--- src/rtl/rps_pkg.sv ---
// Shared move/result codes, round-controller states and the counter/beats rules
// for the rock-paper-scissors game.
package rps_pkg;

    localparam logic [1:0] ROCK     = 2'd0;
    localparam logic [1:0] PAPER    = 2'd1;
    localparam logic [1:0] SCISSORS = 2'd2;
    localparam logic [1:0] ILLEGAL  = 2'd3;

    localparam logic [1:0] TIE   = 2'd0;
    localparam logic [1:0] P_WIN = 2'd1;
    localparam logic [1:0] A_WIN = 2'd2;

    typedef enum logic [1:0] {
        IDLE      = 2'd0,
        JUDGE     = 2'd1,
        WAIT_PRED = 2'd2,
        DONE      = 2'd3
    } state_t;

    // The move that defeats m.
    function automatic logic [1:0] counter(input logic [1:0] m);
        return (m == SCISSORS) ? ROCK : m + 2'd1;
    endfunction

    function automatic logic beats(input logic [1:0] a, input logic [1:0] b);
        return a == counter(b);
    endfunction

endpackage

--- src/rtl/rps_judge.sv ---
// Combinational referee: compares the player's move against the AI's move.
// Also instantiated by the display logic.
module rps_judge
    import rps_pkg::*;
(
    input  logic [1:0] pmove,
    input  logic [1:0] amove,
    output logic [1:0] result
);

    always_comb begin
        result = A_WIN;
        if (pmove == amove)
            result = TIE;
        else if (beats(pmove, amove))
            result = P_WIN;
    end

endmodule

--- src/rtl/rps_round_ctrl.sv ---
// Round sequencer and referee: commits the AI's counter-move, scores the round
// and hands the {ai,player} combination back to the predictor.
//
//   state     | meaning
//   IDLE      | waiting for a legal player move
//   JUDGE     | round outcome on the outputs; arm the prediction timer
//   WAIT_PRED | count down to the predictor's answer, then capture it
//   DONE      | a side reached WIN_TARGET; only new_match is honoured
module rps_round_ctrl
    import rps_pkg::*;
#(
    parameter int PRED_LAT   = 2,
    parameter int WIN_TARGET = 5,
    parameter int CNT_W      = 4
) (
    input  logic             clock,
    input  logic             reset,
    input  logic [1:0]       player_move,
    input  logic             move_valid,
    input  logic             new_match,
    input  logic [1:0]       predict_in,
    output logic [3:0]       combination,
    output logic             comb_valid,
    output logic [1:0]       ai_move,
    output logic [1:0]       result,
    output logic             result_valid,
    output logic [CNT_W-1:0] player_score,
    output logic [CNT_W-1:0] ai_score,
    output logic             match_over,
    output logic             busy,
    output logic             illegal
);

    localparam int LAT_W = (PRED_LAT > 2) ? $clog2(PRED_LAT) : 1;
    localparam logic [CNT_W-1:0] TARGET = CNT_W'(WIN_TARGET);

    state_t           state;
    logic [1:0]       pred_reg;
    logic [LAT_W-1:0] lat_cnt;
    logic [1:0]       ai_next;
    logic [1:0]       judge_res;

    assign ai_next = counter(pred_reg);

    // Judged straight from the input so the outcome lands one cycle after move_valid.
    rps_judge u_judge (
        .pmove  (player_move),
        .amove  (ai_next),
        .result (judge_res)
    );

    always_ff @(posedge clock) begin
        if (reset) begin
            state        <= IDLE;
            pred_reg     <= ROCK;
            lat_cnt      <= '0;
            combination  <= '0;
            comb_valid   <= 1'b0;
            ai_move      <= '0;
            result       <= '0;
            result_valid <= 1'b0;
            player_score <= '0;
            ai_score     <= '0;
            match_over   <= 1'b0;
            busy         <= 1'b0;
            illegal      <= 1'b0;
        end else begin
            comb_valid   <= 1'b0;
            result_valid <= 1'b0;
            illegal      <= 1'b0;
            case (state)
                IDLE: begin
                    if (move_valid) begin
                        if (player_move == ILLEGAL) begin
                            illegal <= 1'b1;
                        end else begin
                            ai_move      <= ai_next;
                            combination  <= {ai_next, player_move};
                            result       <= judge_res;
                            result_valid <= 1'b1;
                            comb_valid   <= 1'b1;
                            if (judge_res == P_WIN && player_score != TARGET)
                                player_score <= player_score + 1'b1;
                            if (judge_res == A_WIN && ai_score != TARGET)
                                ai_score <= ai_score + 1'b1;
                            busy  <= 1'b1;
                            state <= JUDGE;
                        end
                    end
                end
                JUDGE: begin
                    lat_cnt <= LAT_W'(PRED_LAT - 1);
                    state   <= WAIT_PRED;
                end
                WAIT_PRED: begin
                    if (lat_cnt == '0) begin
                        pred_reg <= predict_in;
                        busy     <= 1'b0;
                        if (player_score == TARGET || ai_score == TARGET) begin
                            match_over <= 1'b1;
                            state      <= DONE;
                        end else begin
                            state <= IDLE;
                        end
                    end else begin
                        lat_cnt <= lat_cnt - 1'b1;
                    end
                end
                DONE: begin
                    if (new_match) begin
                        player_score <= '0;
                        ai_score     <= '0;
                        match_over   <= 1'b0;
                        state        <= IDLE;
                    end
                end
                default: state <= IDLE;
            endcase
        end
    end

endmodule

--- config.mk ---
export PLATFORM = sky130hd
export DESIGN_NAME = rps_round_ctrl
export DESIGN_NICKNAME = d
export VERILOG_FILES = /design/src/rtl/rps_pkg.sv /design/src/rtl/rps_judge.sv /design/src/rtl/rps_round_ctrl.sv
export SDC_FILE = /design/constraint.sdc
export NUM_CORES = 1
export LEC_CHECK = 0
export ABC_AREA = 1
export CORE_MARGIN = 4
export CORE_UTILIZATION = 51
export CTS_BUF_LIST = sky130_fd_sc_hd__clkbuf_4
export DETAILED_ROUTE_END_ITERATION = 8
export PLACE_DENSITY_LB_ADDON = 0.25
export SETUP_SLACK_MARGIN = 0.15
export SLEW_MARGIN = 30
export SYNTH_ARGS = -nofsm -noshare
export SYNTH_HDL_FRONTEND = slang
export SYNTH_SLANG_ARGS = --single-unit
--- constraint.sdc ---
create_clock -name clock -period 2.15 [get_ports clock]
set_clock_uncertainty 0.15 [all_clocks]
set_input_delay 0.43 -clock clock [delete_from_list [all_inputs] [get_ports clock]]
set_output_delay 0.43 -clock clock [all_outputs]
set_load 0.01 [all_outputs]
==> run metrics <==
outcome=finished, final reports clean; hold_buf cts=0; CTS sink cnt=23; Top Usage Layer GRT=met2; synth warn=0; crit path max fanout=6; #FFs+latches synth=23; # DRC=0; min Tclk post-route=1.90 ns; Post-Synth XOR/XNOR Area=2.76%; Worst setup SP type=register; CTS Buf Count=3; Top Ports=29; synthesized cell area=1270 um2; Least-Margin Pin Slew=0.365 ns; post-CTS setup buffers=0; Starting Density=55.2%; pwr dens=824 nW/um2; largest net degree at the start of global routing=14; Final HPWL DP=2080 um; global-route wire length before repair=4360 um; CP top delay family=buffers and inverters; vias in the first global route=1,018; Synth Area in Adders=7.89%; Crit Path Class=register to output port; Slew Viols, Final=0; Final ANT Viol Nets=0; VDD IR-drop max=0.717 mV; wire per inst=11.8 um; # setup viols final=0; total power=1.30 mW; GR Util met2=30.3%; total negative slack=0 ns; gpl congestion=0.788; Setup crit end kind=output port; Hold WC Path Type=register to register; overall routed net length=2680 um; Cells after Synth=172; fmax=0.527 GHz; Worst-path clk slew=0.11 ns; max cap viols=0; RSZ-0062 raised after global routing=no; buffers and inverters on the worst path=1; CTS H-tree depth=1; post-route clock period utilization=88.2%; Rel. slew slack=75.6%; Layout area overhead=24.6%; complex-gate fraction of the synthesized area=13.8%; Static Leak=0.669 nW; Seq/Total Area, Yosys=36.3%; via count=1,164; largest family of logic cells by synthesized area=simple AND/OR/NAND/NOR gates; max incr delay on CP=0.58 ns; n_diodes=0; CTS tree=yes; met3 usage=4.23%; # port buffers=28; Worst Path Required=1.57 ns; top flop regs=ai_score: 4 flops, player_score: 4 flops, combination: 3 flops; DRT iter0 DRCs=34; post-synth cell types=24; core area=2300 um2; fill cell count=202; maximum clock path buffer count=2; simple-gate area share of the yosys netlist=30.4%; Die Ht=57.9 um; hold violation total from the final report=0; worst path cell trace=clkdlybuf4s50_1; Clock Latency Late Sink=0.31 ns; Via density=5.13; die footprint=3350 um2; row count=17; Tot GR Track Use=16.3%; total congestion overflow=0; clock root buffer=clkbuf_4; share of layout cells above drive strength 1=12.6%; Die X=57.9 um; mux cell area share after synthesis=0%; synthesized net count=188; Arrival @ worst endpoint=1.32 ns; antenna violations before repair=0; TritonRoute pass-1 iters=5; synthesized area per cell=7.38 um2; slowest CP cell=clkdlybuf4s50_1; met1 usage=19.1%; # nets final=216
-- report_power, final --
group	switching, mW	internal [mW]	total (mW)
clock network	0.129	0.0694	0.199
registers	0.0601	0.496	0.556
logic	0.310	0.237	0.546
total	0.499	0.802	1.30
-- cells in the final DEF, fill, tap and decap left out, types with 6 or more instances in the layout --
cell and n:
dfxtp_1 21, clkdlybuf4s50_1 28, a21oi_1 17, ha_1 8, inv_1 14, o21ai_0 11, nand2_2 6, nand3_1 18
nand2_1 30, nor2_1 21
-- routing by layer --
metal,up-vias,wire [um]
li1,605,-
met1,530,1190
met2,25,1370
met3,4,94
met4,0,20
met5,-,0
-- final timing paths --
path / from / to / slack (ns) / cells past startpoint
hold reg to reg: match_over / match_over / 0.32 / 2
setup / recovery: ai_score[0] / ai_score[0] / 0.25 / 1
setup reg to reg: state[0] / state[0] / 0.39 / 8
hold / removal: match_over / match_over / 0.32 / 2
-- logic make-up after synthesis --
logic type,after synthesis
compound gates,31
xor+xnor,4
fa+ha+maj,8
buf+inv,24
flops,23
simple gates,82
-- what timing repair did --
action | 4_1_cts | 5_1_grt
resized for setup | 0 | 2
endpoints found under the hold margin | 0 | 0
setup endpoints to repair | 0 | 2
-- stage by stage --
stage | worst slack, ns | utilization (%) | instances | hold WS (ns) | instance area, um2
final | 0.253 | 68.8 | 227 | 0.324 | 1580
after global routing | 0.204 | 68.8 | 227 | 0.355 | 1580
after CTS | 0.198 | 68.7 | 227 | 0.331 | 1580
after detailed placement | 0.112 | 67.5 | 223 | 0.310 | 1550
after global placement | 0.168 | 67.5 | 223 | 0.300 | 1550
after floorplan | 0.647 | - | 172 | 0.322 | 1270
-- cell usage after synthesis (all sizes together) --
master  instances  area share [%]
a211oi          1            0.59
a21oi          18             8.0
and2            1            0.49
buf             6             3.6
clkbuf          1            0.30
dfxtp          23              36
ha              8             7.9
inv            17             5.0
nand2          38              14
nand3          20             8.7
nor2           23             7.6
o21ai          11             4.3
o21bai          1            0.89
xnor2           2             1.4
xor2            2             1.4
-- final cells by class --
type | count | area, um2 | share of cell area [%]
clock buffers | 3 | 22.5 | 1.43
inverters | 17 | 63.8 | 4.04
flip-flops and latches | 23 | 463 | 29.3
repair buffers | 30 | 295 | 18.7
well taps | 28 | 35.0 | 2.22
multi-input cells | 125 | 696 | 44.0
clock inverters | 1 | 5.00 | 0.317
Power figures use the tool's default switching activity.
